===== src/rtl/memory_pkg.sv =====
// Memory stage shared types: access sizes, writeback selects,
// exception causes and the bus FSM state.
package memory_pkg;

  typedef enum logic [1:0] {
    SIZE_BYTE = 2'd0,
    SIZE_HALF = 2'd1,
    SIZE_WORD = 2'd2
  } size_e;

  localparam logic [1:0] WS_ALU  = 2'd0;
  localparam logic [1:0] WS_LOAD = 2'd1;
  localparam logic [1:0] WS_CSR  = 2'd2;
  localparam logic [1:0] WS_PC4  = 2'd3;

  localparam logic [3:0] ECAUSE_ILLEGAL   = 4'd2;
  localparam logic [3:0] ECAUSE_LD_MISAL  = 4'd4;
  localparam logic [3:0] ECAUSE_LD_FAULT  = 4'd5;
  localparam logic [3:0] ECAUSE_ST_MISAL  = 4'd6;
  localparam logic [3:0] ECAUSE_ST_FAULT  = 4'd7;

  typedef enum logic {
    IDLE = 1'b0,
    WAIT = 1'b1
  } state_e;

  typedef struct packed {
    logic [1:0] off;
    size_e      size;
    logic       sgn;
    logic       store;
  } acc_t;

endpackage


===== src/rtl/memory_if.sv =====
// Data bus between the memory stage and the memory system.
interface memory_if;
  logic        mem_req;
  logic        mem_write;
  logic [31:0] mem_address;
  logic [31:0] mem_store_data;
  logic [3:0]  mem_byte_enable;
  logic        mem_ready;
  logic [31:0] mem_load_data;
  logic        mem_error;

  modport master (
    output mem_req, mem_write, mem_address,
    output mem_store_data, mem_byte_enable,
    input  mem_ready, mem_load_data, mem_error
  );

  modport slave (
    input  mem_req, mem_write, mem_address,
    input  mem_store_data, mem_byte_enable,
    output mem_ready, mem_load_data, mem_error
  );
endinterface


===== src/rtl/memory_load_align.sv =====
// Load lane select and sign/zero extension.
module load_align
  import memory_pkg::*;
(
  input  logic [31:0] data,
  input  logic [1:0]  offset,
  input  size_e       size,
  input  logic        sgn,
  output logic [31:0] result
);

  logic [7:0]  b;
  logic [15:0] h;

  always_comb begin
    b = data[{offset, 3'b000} +: 8];
    h = offset[1] ? data[31:16] : data[15:0];
    result = data;
    unique case (1'b1)
      size == SIZE_BYTE: result = {{24{sgn & b[7]}}, b};
      size == SIZE_HALF: result = {{16{sgn & h[15]}}, h};
      default:           result = data;
    endcase
  end

endmodule


===== src/rtl/memory.sv =====
// Memory pipeline stage: issues loads/stores on the data bus
// and registers the writeback bundle.
module memory
  import memory_pkg::*;
(
  input  logic        clk,
  input  logic        reset_n,
  input  logic [31:0] pc_in,
  input  logic [31:0] next_pc_in,
  input  logic [31:0] alu_data_in,
  input  logic [31:0] rs2_data_in,
  input  logic [31:0] csr_data_in,
  input  logic        load_in,
  input  logic        store_in,
  input  logic        load_signed_in,
  input  logic [1:0]  load_store_size_in,
  input  logic [1:0]  write_select_in,
  input  logic [4:0]  rd_address_in,
  input  logic [11:0] csr_address_in,
  input  logic        csr_write_in,
  input  logic        mret_in,
  input  logic        wfi_in,
  input  logic        valid_in,
  input  logic        exception_in,
  input  logic [3:0]  ecause_in,
  input  logic        stall,
  input  logic        invalidate,
  memory_if.master    bus,
  output logic        mem_busy,
  output logic [31:0] pc_out,
  output logic [31:0] next_pc_out,
  output logic [31:0] alu_data_out,
  output logic [31:0] csr_data_out,
  output logic [1:0]  write_select_out,
  output logic [4:0]  rd_address_out,
  output logic [11:0] csr_address_out,
  output logic        csr_write_out,
  output logic        mret_out,
  output logic        wfi_out,
  output logic [31:0] load_data_out,
  output logic        valid_out,
  output logic        exception_out,
  output logic [3:0]  ecause_out
);

  state_e      state;
  acc_t        acc_q;
  logic        killed;
  size_e       size;
  logic [1:0]  a;
  logic        ls;
  logic        mis;
  logic        mis_exc;
  logic        start;
  logic        done;
  logic        wb_en;
  logic [31:0] st_data;
  logic [3:0]  st_be;
  logic [31:0] ld_data;

  assign size = size_e'(load_store_size_in);
  assign a    = alu_data_in[1:0];
  assign ls   = load_in | store_in;

  always_comb begin
    mis     = 1'b0;
    st_data = rs2_data_in;
    st_be   = 4'b1111;
    unique case (1'b1)
      size == SIZE_BYTE: begin
        st_data = {4{rs2_data_in[7:0]}};
        st_be   = 4'b0001 << a;
      end
      size == SIZE_HALF: begin
        mis     = a[0];
        st_data = {2{rs2_data_in[15:0]}};
        st_be   = 4'b0011 << {a[1], 1'b0};
      end
      default: mis = (size == SIZE_WORD) && (a != 2'b00);
    endcase
  end

  assign mis_exc = valid_in & ~exception_in & ls & mis;
  assign start   = valid_in & ~exception_in & ls & ~mis & ~invalidate;
  assign done    = (state == WAIT) & bus.mem_ready;
  assign wb_en   = ((state == IDLE) & ~start & ~stall) | done;

  assign mem_busy = reset_n &
                    (((state == IDLE) & start) |
                     ((state == WAIT) & ~bus.mem_ready));

  load_align u_load_align (
    .data   (bus.mem_load_data),
    .offset (acc_q.off),
    .size   (acc_q.size),
    .sgn    (acc_q.sgn),
    .result (ld_data)
  );

  always_ff @(posedge clk or negedge reset_n) begin
    if (!reset_n) begin
      state               <= IDLE;
      acc_q               <= '0;
      killed              <= 1'b0;
      bus.mem_req         <= 1'b0;
      bus.mem_write       <= 1'b0;
      bus.mem_address     <= '0;
      bus.mem_store_data  <= '0;
      bus.mem_byte_enable <= '0;
      load_data_out       <= '0;
      valid_out           <= 1'b0;
      exception_out       <= 1'b0;
      ecause_out          <= '0;
    end else begin
      unique case (state)
        IDLE: begin
          if (start) begin
            bus.mem_req         <= 1'b1;
            bus.mem_write       <= store_in;
            bus.mem_address     <= {alu_data_in[31:2], 2'b00};
            bus.mem_store_data  <= st_data;
            bus.mem_byte_enable <= st_be;
            acc_q  <= '{off: a, size: size,
                        sgn: load_signed_in, store: store_in};
            killed <= 1'b0;
            state  <= WAIT;
            if (!stall) valid_out <= 1'b0;
          end else if (!stall) begin
            valid_out     <= valid_in & ~invalidate;
            exception_out <= ~invalidate & (exception_in | mis_exc);
            load_data_out <= '0;
            ecause_out    <= exception_in ? ecause_in :
                             !mis_exc     ? 4'd0 :
                             store_in     ? ECAUSE_ST_MISAL :
                                            ECAUSE_LD_MISAL;
          end
        end
        WAIT: begin
          if (bus.mem_ready) begin
            bus.mem_req   <= 1'b0;
            state         <= IDLE;
            valid_out     <= ~(killed | invalidate);
            exception_out <= bus.mem_error & ~(killed | invalidate);
            ecause_out    <= !bus.mem_error ? 4'd0 :
                             acc_q.store    ? ECAUSE_ST_FAULT :
                                              ECAUSE_LD_FAULT;
            load_data_out <= (bus.mem_error | acc_q.store) ? '0 : ld_data;
          end else begin
            // A flush mid-transaction lets the bus finish but drops the result.
            if (invalidate) killed <= 1'b1;
            if (!stall) valid_out <= 1'b0;
          end
        end
        default: state <= IDLE;
      endcase
    end
  end

  always_ff @(posedge clk or negedge reset_n) begin
    if (!reset_n) begin
      pc_out           <= '0;
      next_pc_out      <= '0;
      alu_data_out     <= '0;
      csr_data_out     <= '0;
      write_select_out <= '0;
      rd_address_out   <= '0;
      csr_address_out  <= '0;
      csr_write_out    <= 1'b0;
      mret_out         <= 1'b0;
      wfi_out          <= 1'b0;
    end else if (wb_en) begin
      pc_out           <= pc_in;
      next_pc_out      <= next_pc_in;
      alu_data_out     <= alu_data_in;
      csr_data_out     <= csr_data_in;
      write_select_out <= write_select_in;
      rd_address_out   <= rd_address_in;
      csr_address_out  <= csr_address_in;
      csr_write_out    <= csr_write_in;
      mret_out         <= mret_in;
      wfi_out          <= wfi_in;
    end
  end

endmodule

===== src/flat_wrapper.sv =====
// flat-port wrapper written by rule: the top's interface ports become plain ports
module memory_flat import memory_pkg::*;
  (clk, reset_n, pc_in, next_pc_in, alu_data_in, rs2_data_in, csr_data_in, load_in, store_in, load_signed_in, load_store_size_in, write_select_in, rd_address_in, csr_address_in, csr_write_in, mret_in, wfi_in, valid_in, exception_in, ecause_in, stall, invalidate, mem_busy, pc_out, next_pc_out, alu_data_out, csr_data_out, write_select_out, rd_address_out, csr_address_out, csr_write_out, mret_out, wfi_out, load_data_out, valid_out, exception_out, ecause_out, bus_mem_req, bus_mem_write, bus_mem_address, bus_mem_store_data, bus_mem_byte_enable, bus_mem_ready, bus_mem_load_data, bus_mem_error);
  memory_if bus_i ();
  input  logic clk;
  input  logic reset_n;
  input  logic [31:0] pc_in;
  input  logic [31:0] next_pc_in;
  input  logic [31:0] alu_data_in;
  input  logic [31:0] rs2_data_in;
  input  logic [31:0] csr_data_in;
  input  logic load_in;
  input  logic store_in;
  input  logic load_signed_in;
  input  logic [1:0] load_store_size_in;
  input  logic [1:0] write_select_in;
  input  logic [4:0] rd_address_in;
  input  logic [11:0] csr_address_in;
  input  logic csr_write_in;
  input  logic mret_in;
  input  logic wfi_in;
  input  logic valid_in;
  input  logic exception_in;
  input  logic [3:0] ecause_in;
  input  logic stall;
  input  logic invalidate;
  output logic mem_busy;
  output logic [31:0] pc_out;
  output logic [31:0] next_pc_out;
  output logic [31:0] alu_data_out;
  output logic [31:0] csr_data_out;
  output logic [1:0] write_select_out;
  output logic [4:0] rd_address_out;
  output logic [11:0] csr_address_out;
  output logic csr_write_out;
  output logic mret_out;
  output logic wfi_out;
  output logic [31:0] load_data_out;
  output logic valid_out;
  output logic exception_out;
  output logic [3:0] ecause_out;
  output wire logic [$bits(bus_i.mem_req)-1:0] bus_mem_req;
  output wire logic [$bits(bus_i.mem_write)-1:0] bus_mem_write;
  output wire logic [$bits(bus_i.mem_address)-1:0] bus_mem_address;
  output wire logic [$bits(bus_i.mem_store_data)-1:0] bus_mem_store_data;
  output wire logic [$bits(bus_i.mem_byte_enable)-1:0] bus_mem_byte_enable;
  input wire logic [$bits(bus_i.mem_ready)-1:0] bus_mem_ready;
  input wire logic [$bits(bus_i.mem_load_data)-1:0] bus_mem_load_data;
  input wire logic [$bits(bus_i.mem_error)-1:0] bus_mem_error;
  assign bus_mem_req = bus_i.mem_req;
  assign bus_mem_write = bus_i.mem_write;
  assign bus_mem_address = bus_i.mem_address;
  assign bus_mem_store_data = bus_i.mem_store_data;
  assign bus_mem_byte_enable = bus_i.mem_byte_enable;
  assign bus_i.mem_ready = bus_mem_ready;
  assign bus_i.mem_load_data = bus_mem_load_data;
  assign bus_i.mem_error = bus_mem_error;
  memory u_core (.clk(clk), .reset_n(reset_n), .pc_in(pc_in), .next_pc_in(next_pc_in), .alu_data_in(alu_data_in), .rs2_data_in(rs2_data_in), .csr_data_in(csr_data_in), .load_in(load_in), .store_in(store_in), .load_signed_in(load_signed_in), .load_store_size_in(load_store_size_in), .write_select_in(write_select_in), .rd_address_in(rd_address_in), .csr_address_in(csr_address_in), .csr_write_in(csr_write_in), .mret_in(mret_in), .wfi_in(wfi_in), .valid_in(valid_in), .exception_in(exception_in), .ecause_in(ecause_in), .stall(stall), .invalidate(invalidate), .bus(bus_i), .mem_busy(mem_busy), .pc_out(pc_out), .next_pc_out(next_pc_out), .alu_data_out(alu_data_out), .csr_data_out(csr_data_out), .write_select_out(write_select_out), .rd_address_out(rd_address_out), .csr_address_out(csr_address_out), .csr_write_out(csr_write_out), .mret_out(mret_out), .wfi_out(wfi_out), .load_data_out(load_data_out), .valid_out(valid_out), .exception_out(exception_out), .ecause_out(ecause_out));
endmodule

===== config.mk =====
export PLATFORM = sky130hd
export DESIGN_NAME = memory_flat
export DESIGN_NICKNAME = d
export VERILOG_FILES = /design/src/rtl/memory_pkg.sv /design/src/rtl/memory_if.sv /design/src/rtl/memory_load_align.sv /design/src/rtl/memory.sv /design/src/flat_wrapper.sv
export SDC_FILE = /design/constraint.sdc
export NUM_CORES = 1
export LEC_CHECK = 0
export ABC_CLOCK_PERIOD_IN_PS = 3200
export CAP_MARGIN = 40
export CORE_AREA = 5 5 187 189
export DETAILED_ROUTE_END_ITERATION = 7
export DIE_AREA = 0 0 192 194
export GPL_ROUTABILITY_DRIVEN = 0
export GPL_TIMING_DRIVEN = 0
export PLACE_DENSITY = 0.67
export SYNTH_ARGS = -nofsm -noshare
export SYNTH_HDL_FRONTEND = slang
export SYNTH_HIERARCHICAL = 1
export SYNTH_SLANG_ARGS = --single-unit

===== constraint.sdc =====
create_clock -name clk -period 3.2 [get_ports clk]
set_clock_uncertainty 0.1 [all_clocks]
set_input_delay 0.48 -clock clk [delete_from_list [all_inputs] [get_ports clk]]
set_output_delay 0.48 -clock clk [all_outputs]
set_load 0.05 [all_outputs]

# Word level (Yosys, flattened, before mapping)
# Cells that the tools add are included.
word_totals:
  register_bits: 263
  in_bits: 231
  output_inout_bits: 259
  wordCells: 113
op_classes:
  n_eq_ne: 10
  shift: 3
  mux: 38
  bitwise: 30
  n_reduce_logical: 8
ops:
  columns: ["operator", "n"]
  rows:
  - ["$pmux 32 s2", 3]
  - ["$mux 32", 4]
  - ["$shiftx 32x6->8", 1]
  - ["$mux 4", 6]
  - ["$and 1x1->1", 16]
  - ["$mux 16", 1]
  - ["$pmux 4 s2", 2]
  - ["$mux 1", 14]
  - ["$pmux 1 s2", 6]
  - ["$ne 2x2->1 const B", 5]
  - ["$not 1->1", 8]
  - ["$or 1x1->1", 6]
  - ["$reduce_and 3->1", 2]
  - ["$eq 2x1->1 const B", 2]
  - ["$logic_not 2->1", 2]
  - ["$mux 2", 2]
  - ["$reduce_and 2->1", 2]
  - ["$shl 1x2->4 const A", 1]
  - ["$shl 2x2->4 const A", 1]
  - ["$ne 3x2->1 const B", 1]
  - ["$eq 2x2->1 const B", 1]
  - ["$ne 2x1->1 const B", 1]
  - ["$reduce_bool 2->1", 1]
  - ["$logic_and 1x1->1", 1]

# Depth between registers and ports, before layout
# Gate-level depths: netlist of the first run.
depth:
  word_depth: 10
  ltp_mapped: 8

# By module
# The synthesis of the first run kept the hierarchy.
modules_own_cells:
  columns: ["module", "instances", "cells_per_inst", "area_per_inst_um2", "seq_area_each_um2"]
  rows:
  - ["memory", 1, 836, 10468.8, 6581.3]
  - ["load_align", 1, 123, 705.7, 0.0]

# Least setup slack after synthesis of the first run
# No wires, ideal clock.
synth_path:
  kind: "register -> output"
  startpoint: "register u_core.state"
  endpoint: "output mem_busy"
  arrival_time_ns: 2.013
  required_ns: 2.620
  path_slack_ns: 0.607
  path_stages_with_launch: 7
  path_buffers: 2
  path_cell_list: "dfrtp_1 > buf_2 > or3b_2 > a2111o_1 > buf_2 > o21ai_0 > and2_1"
synth_via:
  elab_chain_cells: 4
  word_cells_on_any_way: 5
synth_lines:
  columns: ["item", "line_no", "source"]
  rows:
  - ["from (decl)", "memory.sv:46", "state_e state;"]
  - ["from (signal assigned)", "memory.sv:102", "state <= IDLE;"]
  - ["from (signal assigned)", "memory.sv:126", "state <= WAIT;"]
  - ["from (signal assigned)", "memory.sv:141", "state <= IDLE;"]
  - ["$not 1->1 (no line)", null, null]
  - ["$and 1x1->1", "memory.sv:89", "(((state == IDLE) & start) |"]
  - ["$or 1x1->1 (*)", "memory.sv:89", null]
  - ["$and 1x1->1 (*)", "memory.sv:88", "assign mem_busy = reset_n &"]
  - ["to (decl)", "flat_wrapper.sv:27", "output logic mem_busy;"]
# Mark *: on every way between the ends. The rest lies on a longest branch, timed or not.

# Final worst setup path of the first run
# Ends and elaborated chain as after synthesis.

==> results of run 1 <==
[cells in the final DEF (no fill, tap or decap), types with 7 or more instances in the layout]
cell type,Yosys,layout
clkdlybuf4s50_1,0,484
dfrtp_1,263,263
nand2_1,245,245
mux2_1,97,97
mux2i_1,59,59
mux2_2,58,58
inv_1,41,41
o21ai_0,35,34
buf_2,30,30
clkbuf_16,0,29
clkbuf_1,19,26
nor2_1,16,16
a21oi_1,15,15
buf_4,9,10
nand2b_1,9,9
a221o_2,8,8
clkbuf_8,0,7
[per-layer routing]
layer | vias up | GRT usage (%) | wire, um
li1 | 4258 | - | -
met1 | 4351 | 24.6 | 15300
met3 | 54 | 7.22 | 4000
met2 | 397 | 34.9 | 19000
met5 | - | 0 | 47
met4 | 6 | 4.73 | 807
[through the flow]
stage / hold WS (ns) / cells / power (uW) / instance area (um2)
after global routing: 0.311 / 1950 / 13100 / 17600
after floorplan: 0.0844 / 960 / 7290 / 11200
final: 0.319 / 1950 / 12500 / 17600
after detailed placement: 0.284 / 1897 / 9270 / 16700
after global placement: 0.357 / 1894 / 9230 / 16600
after CTS: 0.272 / 1949 / 12700 / 17600
[final cells by class]
| cell class | count | area share, % |
|---|---|---|
| Tap cell | 448 | 3.18 |
| Clock buffer | 43 | 4.81 |
| Clock inverter | 8 | 0.568 |
| Sequential cell | 263 | 37.3 |
| Multi-Input combinational cell | 598 | 23.6 |
| Timing Repair Buffer | 490 | 28.0 |
| Buffer | 58 | 1.64 |
| Antenna cell | 1 | 0.0142 |
| Inverter | 41 | 0.873 |
[worst max-delay path: stages, from the launching register on]
cell and delay (ns):
dfrtp_1 0.35, buf_2 0.17, or3b_4 0.45, a2111o_1 0.34, buf_2 0.17, o21ai_1 0.11, and2_1 0.16, buf_6 0.17
[registers in the layout, indices dropped and copies added (netlist names), 12 cells and up]
name,flops
u_core/alu_data_out,32
u_core/bus.mem_store_data,32
u_core/csr_data_out,32
u_core/load_data_out,32
u_core/next_pc_out,32
u_core/pc_out,32
u_core/bus.mem_address,30
u_core/csr_address_out,12
[power groups by stage]
stage	registers, uW	logic (uW)	clock network [uW]
4_1_cts	4240	5000	3450
5_1_grt	4320	5190	3570
2_1_floorplan	6280	1010	0
6_report	4240	4960	3320
3_3_place_gp	4270	4950	0
3_5_place_dp	4290	4980	0
[worst max path at each step]
stage,slack [ns],depth (start not counted),to
6_report,0.15,7,mem_busy
5_1_grt,0.02,7,mem_busy
4_1_cts,0.08,7,mem_busy
3_5_place_dp,-0.64,7,mem_busy
3_3_place_gp,-10.25,1,u_core/csr_data_out[4]
2_1_floorplan,0.61,6,mem_busy
[cells by family after synthesis]
logic type             after synthesis  share of synthesized area [%]
AOI/OAI and AO/OA                   95                           5.77
buffers and inverters               99                           3.96
DFF                                263                           58.9
muxes                              214                           20.9
other                                1                         0.0336
and+or+nand+nor                    287                           10.4
[timing repair]
action / CTS / global route
setup endpoints to repair: 1 / 1
gates resized for setup: 8 / 1
hold endpoints to repair: 35 / 0
buffers inserted: 0 / 0
pin swaps: 0 / 0
hold buffers: 1 / 0
==> impl_metrics.tcl, run 1 <==
set metrics [dict create \
    cts_tree "built" \
    reg2reg_to "u_core/alu_data_out[8]" \
    dp_worst_setup_slack_ns -0.645 \
    slew_viol_final 0 \
    die_y_um 194 \
    critPathCaptureType "output port" \
    multi_input_area_um2 4160 \
    finalHoldViolCount 0 \
    synth_edf_count 0 \
    dieArea_um2 37200 \
    postSynthCellCount 959 \
    cts-root-buf "clkbuf_16" \
    max_freq_mhz 327 \
    yosys_warnings 6 \
    worst_pin_slew_ns 0.750 \
    viasPerCell 4.65 \
    cts_max_level 1 \
    fill_cells 2889 \
    fin_crit_sh_pct 95.4 \
    status "finished clean" \
    cp_data_arrival_time_ns 2.47 \
    antenna_found_initial 4 \
    ios 490 \
    tns_ns 0 \
    critPathKind "flip-flop to output port" \
    critPathRequiredTime_ns 2.62 \
    rsz0062_at_grt "false" \
    grt_usage_pct 20.4 \
    layout-drive-gt1-share_pct 10.8 \
    area_delta_synth_final_pct 57.8 \
    synth.cell_area_um2 11200 \
    drt_iter0_markers 454 \
    combPwrFrac_pct 39.6 \
    async_reset_ff_share_pct 100 \
    synth_seq_cells 263 \
    dpl.hpwl_mm 30.4 \
    grt_pass1_vias 9634 \
    crit_path_start "u_core/state" \
    swShare_pct 38.7 \
    reg2regPathDepth 8 \
    synth_cell_type_count 46 \
    setup_viol 0 \
    drc 0 \
    dr.pass1.iters 5 \
    seqCellArea_um2 6580 \
    synth_flop_cell "dfrtp_1" \
    synth.avg_cell_area_um2 11.7 \
    yosysSeqAreaShare_pct 58.9 \
    synth_most_common_cell "dfrtp_1" \
    ir_worst_vdd_uv 495 \
    clk_latency_ns 0.54 \
    numClockSinks 263 \
    path_max_fanout 9 \
    wl_mm 39.2 \
    grt_pass1_wl_mm 58.9 \
    port_buffers 486 \
    p_leak_uw 0.00770 \
    power.switching_uw 4850 \
    slew_headroom_pct 49.6 \
    grt_max_degree 116 \
    fin_crit_ns 3.05 \
    path_clk_slew_ns 0.06 \
    num_vias 9066 \
    clk_path_buf_depth 3 \
    coreArea_um2 33100 \
    wire_per_inst_um 20.1 \
    drv_cap 0 \
    critPathLaunchType "flip-flop" \
    row_count 67 \
    synthDominantCellAreaShare_pct 58.9 \
    internal_power_uw 7670 \
    seqPwrFrac_pct 33.8 \
    yosys.area.top_type "dfrtp_1" \
    worst_slack_ns 0.146 \
    yosys-top-cells-area "dfrtp_1 (59%), mux2_1 (9.8%), nand2_1 (8.2%)" \
    clock_power_share_pct 26.5 \
    r2r-start "u_core/state" \
    min_path_type "primary input to async pin" \
    antenna_left 0 \
    die_w_um 192 \
    overflow 0 \
    start_util_pct 33.7 \
    fin_util_pct 53.3 \
    cts_buffers 29 \
    fin_nets 1712 \
    powerDensity_nw_per_um2 710 \
    synth_common_cells "dfrtp_1 (263), nand2_1 (245), mux2_1 (97), mux2i_1 (59), mux2_2 (58)" \
    r2r_slack_ns 0.56 \
]
Note: power is estimated with default switching activity, not from simulation.
==> inputs of run 2 (changes only) <==
CORE_AREA = 2 2 190 192   (was 5 5 187 189)
PLACE_DENSITY = 0.63   (was 0.67)
==> run 2 against run 1 <==
Total power grew 1.9%. Die area is the same. First-iteration DRC count shrank 23%. Critical path depth is the same. Via count grew 1.8%. Register-to-register slack gained 0.04 ns. Non-clock buffer count is the same. Sequential cell count is the same. Sequential share of layout area shrank 0.21 points. Critical endpoint unchanged. Largest power group unchanged.
==> impl_metrics.tcl, run 2 (synthesis gave the netlist of run 1 again) <==
set metrics [dict create \
    max_freq_mhz 327 \
    cp_top_family "simple AND/OR/NAND/NOR gates" \
    final_cell_mix "clkdlybuf4s50_1 (484), dfrtp_1 (263), nand2_1 (245), mux2_1 (97), mux2i_1 (59)" \
    fin_crit_sh_pct 95.5 \
    finalHoldViolCount 0 \
    antenna_left 0 \
    drt_iter0_markers 349 \
    setup_viol 0 \
    dpl.hpwl_mm 29.8 \
    num_vias 9228 \
    powerDensity_nw_per_um2 719 \
    ir_worst_vdd_uv 483 \
    cp.buffers_inverters 3 \
    grt_usage_pct 20.5 \
    cts_buffers 30 \
    drc 0 \
    worst_pin_slew_ns 0.809 \
    numClockSinks 263 \
    viasPerCell 4.68 \
    cp_data_arrival_time_ns 2.47 \
    critPathRequiredTime_ns 2.62 \
    die_w_um 192 \
    row_count 69 \
    met3_usage_pct 6.84 \
    critPathCaptureType "output port" \
    worst_path_max_delay_cell "or3b_4" \
    clk_path_buf_depth 3 \
    clk_latency_ns 0.57 \
    dieArea_um2 37200 \
    path_clk_slew_ns 0.07 \
    grt_use_met2_pct 34.2 \
    cts_max_level 1 \
    fin_crit_ns 3.05 \
    start_util_pct 31.7 \
    stdcell_count 1970 \
    use_met1_pct 24.9 \
    drv_cap 0 \
    final_common_cell "clkdlybuf4s50_1" \
    antenna_found_initial 6 \
    slew_headroom_pct 45.6 \
    path_max_fanout 9 \
    cp_slowest_stage_delay_ns 0.44 \
    critPathLaunchType "flip-flop" \
    min_path_type "primary input to flip-flop" \
    grt_max_degree 100 \
    slew_viol_final 0 \
    rsz0062_at_grt "false" \
    grt_pass1_vias 9692 \
    dr.pass1.iters 5 \
    overflow 0 \
    p_leak_uw 0.00775 \
    tns_ns 0 \
    critPathKind "flip-flop to output port" \
    status "finished clean" \
    fin_nets 1713 \
    dp.cells 1910 \
    cp_common_cell "buf_2" \
    cp_cell_sequence "buf_2 -> or3b_4 -> a2111o_1 -> buf_2 -> o21ai_2 -> and2_1 -> buf_6" \
    cts-root-buf "clkbuf_16" \
    busiest_layer "met2" \
    layout-drive-gt1-share_pct 11.2 \
    wire_per_inst_um 19.8 \
    port_buffers 486 \
    coreArea_um2 35200 \
    hold_ws_ns 0.310 \
    fin_util_pct 50.4 \
    wl_mm 39.0 \
    ios 490 \
    area_delta_synth_final_pct 58.7 \
    cts_tree "built" \
    die_y_um 194 \
    grt_pass1_wl_mm 58.3 \
]
## run 2: changes by cell type in the layout (fill, tap and decap cells not counted)
cell       previous run  this run
diode_2               1         3
clkbuf_1             26        25
clkinv_8              0         1
clkbuf_16            29        30
inv_6                 1         0
clkinv_4              1         0
o21ai_1               1         0
o21ai_2               0         1
clkinv_2              3         8
bufinv_16             2         3
## run 2: per-stage QoR
stage / power [uW] / setup slack (ns) / area (um2)
after global placement: 9230 / -10.41 / 16600
final: 12800 / 0.146 / 17700
after CTS: 12900 / 0.0439 / 17700
after floorplan: 7290 / 0.607 / 11200
after global routing: 13300 / 0.00166 / 17700
after detailed placement: 9280 / -0.561 / 16700
## run 2: what timing repair did
action | CTS | global route
endpoints found under the setup margin | 1 | 1
cloned | 0 | 0
buffers inserted | 0 | 0
pin swaps | 0 | 0
endpoints found under the hold margin | 67 | 0
resized for setup | 8 | 2
hold buffers | 1 | 0
## run 2: per-layer routing
layer  vias to the layer above  part of all wire (%)
met4                         6                   3.0
met3                        70                   9.8
met5                         -                  0.10
li1                       4273                     -
met2                       375                    48
met1                      4504                    39
## run 2: final timing paths
check	startpoint	endpoint	slack [ns]	cells past startpoint
hold reg to reg	u_core/bus.mem_address[28]	u_core/bus.mem_address[28]	0.37	2
max in group asynchronous	reset_n	u_core/pc_out[10]	1.67	3
min in group asynchronous	reset_n	u_core/bus.mem_store_data[21]	0.39	2
setup reg to reg	u_core/state	u_core/load_data_out[24]	0.60	8
hold / removal	load_store_size_in[0]	u_core/bus.mem_byte_enable[0]	0.31	4
setup / recovery	u_core/state	mem_busy	0.15	7
## run 2: final cells by class
type,count,area (um2)
fillers,3225,17500
flip-flops and latches,263,6580
repair buffers,490,4940
multi-input cells,598,4160
clock buffers,43,870
well taps,461,577
plain buffers,58,289
clock inverters,13,154
inverters,41,154
diodes,3,7.51
## run 2: where the power goes
part           switching, uW  internal (uW)  leakage (uW)  total, uW
registers                329           3910       0.00321       4240
logic                   3190           1770       0.00403       4960
clock network           1430           2120      0.000508       3550
total                   4940           7810       0.00775      12800
## run 2: worst reg2reg max path, delay by kind of cell, from the launching register on
kind                   cells  cell delay [ns]
buffers and inverters      4             1.40
flip-flops                 1             0.32
AO/OA/AOI/OAI              2             0.29
multiplexers               1             0.23
AND/OR/NAND/NOR            1             0.16
==> inputs of run 3 (changes only) <==
PLACE_DENSITY = 0.68   (was 0.63)
==> run 3 against run 2 <==
Clock-buffer cell count shrank 3. Setup slack gained 0.021 ns. Cell count shrank 0.25%. Die area is the same. Global-route usage shrank 0.50 points. Final area is essentially flat. Largest cell class unchanged.
==> impl_metrics.tcl, run 3 (synthesis gave the netlist of run 1 again) <==
set metrics [dict create \
    drc 0 \
    critPathLaunchType "flip-flop" \
    overflow 0 \
    power.switching_uw 4880 \
    port_buffers 486 \
    cts_tree "built" \
    dieArea_um2 37200 \
    clock_power_share_pct 28.2 \
    num_vias 9116 \
    seqPwrFrac_pct 33.1 \
    cts_setup_buffers 0 \
    drt_iter0_markers 344 \
    fill_cells 3185 \
    clk_path_buf_depth 3 \
    antenna_left 0 \
    antenna_found_initial 3 \
    fin_nets 1711 \
    critPathKind "flip-flop to output port" \
    rsz0062_at_grt "false" \
    area_delta_synth_final_pct 58.6 \
    path_max_fanout 9 \
    status "finished clean" \
    grt_pass1_vias 9661 \
    dr.pass1.iters 4 \
    cp_top_family "simple AND/OR/NAND/NOR gates" \
    layout-drive-gt1-share_pct 10.9 \
    cp_slowest_stage_delay_ns 0.44 \
    r2r_slack_ns 0.62 \
    hold_ws_ns 0.293 \
    worst_pin_slew_ns 0.907 \
    critPathRequiredTime_ns 2.62 \
    grt_max_degree 120 \
    die_w_um 192 \
    grt_usage_pct 20.0 \
    slew_headroom_pct 39.3 \
    worst-path-stages 7 \
    tns_ns 0 \
    viasPerCell 4.64 \
    ios 490 \
    reg2regPathDepth 8 \
    clk_latency_ns 0.55 \
    cts_buffers 29 \
    internal_power_uw 7910 \
    start_util_pct 31.7 \
    reg2reg_to "u_core/pc_out[22]" \
    wire_per_inst_um 19.3 \
    cts-root-buf "clkbuf_16" \
    crit_path_end "mem_busy" \
    cp_common_cell "buf_2" \
    combPwrFrac_pct 38.7 \
    die_y_um 194 \
    fin_crit_ns 3.03 \
    wl_mm 38.0 \
    cp_data_arrival_time_ns 2.45 \
    cp.buffers_inverters 3 \
    slew_viol_final 0 \
    row_count 69 \
    coreArea_um2 35200 \
    final_cell_mix "clkdlybuf4s50_1 (484), dfrtp_1 (263), nand2_1 (245), mux2_1 (97), mux2i_1 (59)" \
    swShare_pct 38.1 \
    crit_path_start "u_core/state" \
    r2r-start "u_core/state" \
    finalHoldViolCount 0 \
    worst_path_max_delay_cell "or3b_4" \
    setup_viol 0 \
    grt_pass1_wl_mm 57.0 \
    ir_worst_vdd_uv 687 \
    cp_cell_sequence "buf_2 -> or3b_4 -> a2111o_1 -> buf_2 -> o21ai_2 -> and2_1 -> buf_6" \
    min_path_type "primary input to async pin" \
    critPathCaptureType "output port" \
    cts_max_level 1 \
    max_freq_mhz 330 \
    path_clk_slew_ns 0.06 \
    fin_crit_sh_pct 94.8 \
    drv_cap 0 \
    p_leak_uw 0.00773 \
    numClockSinks 263 \
    dpl.hpwl_mm 28.9 \
    powerDensity_nw_per_um2 721 \
    final_common_cell "clkdlybuf4s50_1" \
]
## run 3: cell count changes in the layout (fill, tap and decap cells not counted), moves of 2 or more
cell       before  now
clkbuf_8        7    3
bufinv_16       3    6
clkinv_2        8    5
clkbuf_1       25   27
diode_2         3    1
## run 3: cell type report
type                            instances  area (um2)  share of cell area [%]
Tap cell                              461         577                    3.25
Buffer                                 58         289                    1.63
Multi-Input combinational cell        598        4160                    23.5
Clock buffer                           40         797                    4.50
Timing Repair Buffer                  489        4940                    27.8
Clock inverter                         14         229                    1.29
Sequential cell                       263        6580                    37.1
Antenna cell                            1        2.50                  0.0141
Inverter                               41         154                   0.868
## run 3: worst min-delay path by stage
stage,end,depth (start not counted)
2_1_floorplan,u_core/acc_q[0],0
3_3_place_gp,u_core/bus.mem_address[11],2
3_5_place_dp,u_core/load_data_out[6],1
4_1_cts,u_core/load_data_out[31],2
5_1_grt,u_core/load_data_out[0],2
6_report,u_core/load_data_out[10],2
## run 3: what timing repair did
| action | in CTS | in global routing |
|---|---|---|
| endpoints found under the hold margin | 32 | 0 |
| hold buffers | 1 | 0 |
| gates resized for setup | 8 | 2 |
| endpoints found under the setup margin | 1 | 1 |
## run 3: metrics by stage
stage          power (uW)  utilization [%]  cell area (um2)  setup WS [ns]  cells
2_1_floorplan        7290                -            11200          0.607    960
3_3_place_gp         9210             47.2            16600         -10.23   1907
3_5_place_dp         9260             47.4            16700         -0.612   1909
4_1_cts             12900             50.3            17700         0.0407   1964
5_1_grt             13400             50.3            17700         0.0383   1964
6_report            12800             50.3            17700          0.166   1965
## run 3: power groups by stage
| stage | Combinational (uW) | Sequential (uW) | Clock (uW) |
|---|---|---|---|
| after floorplan | 1010 | 6280 | 0 |
| after global placement | 4930 | 4280 | 0 |
| after detailed placement | 4960 | 4290 | 0 |
| after CTS | 4980 | 4240 | 3720 |
| after global routing | 5200 | 4310 | 3850 |
| final | 4950 | 4240 | 3600 |
## run 3: metal layers
layer  share of wire [%]  global-route usage [%]  routed length, um
met1                  40                    24.6              15200
met2                  48                    33.6              18200
met3                 9.5                    6.53               3610
met4                 2.6                    5.17                986
met5               0.079                       0                 30
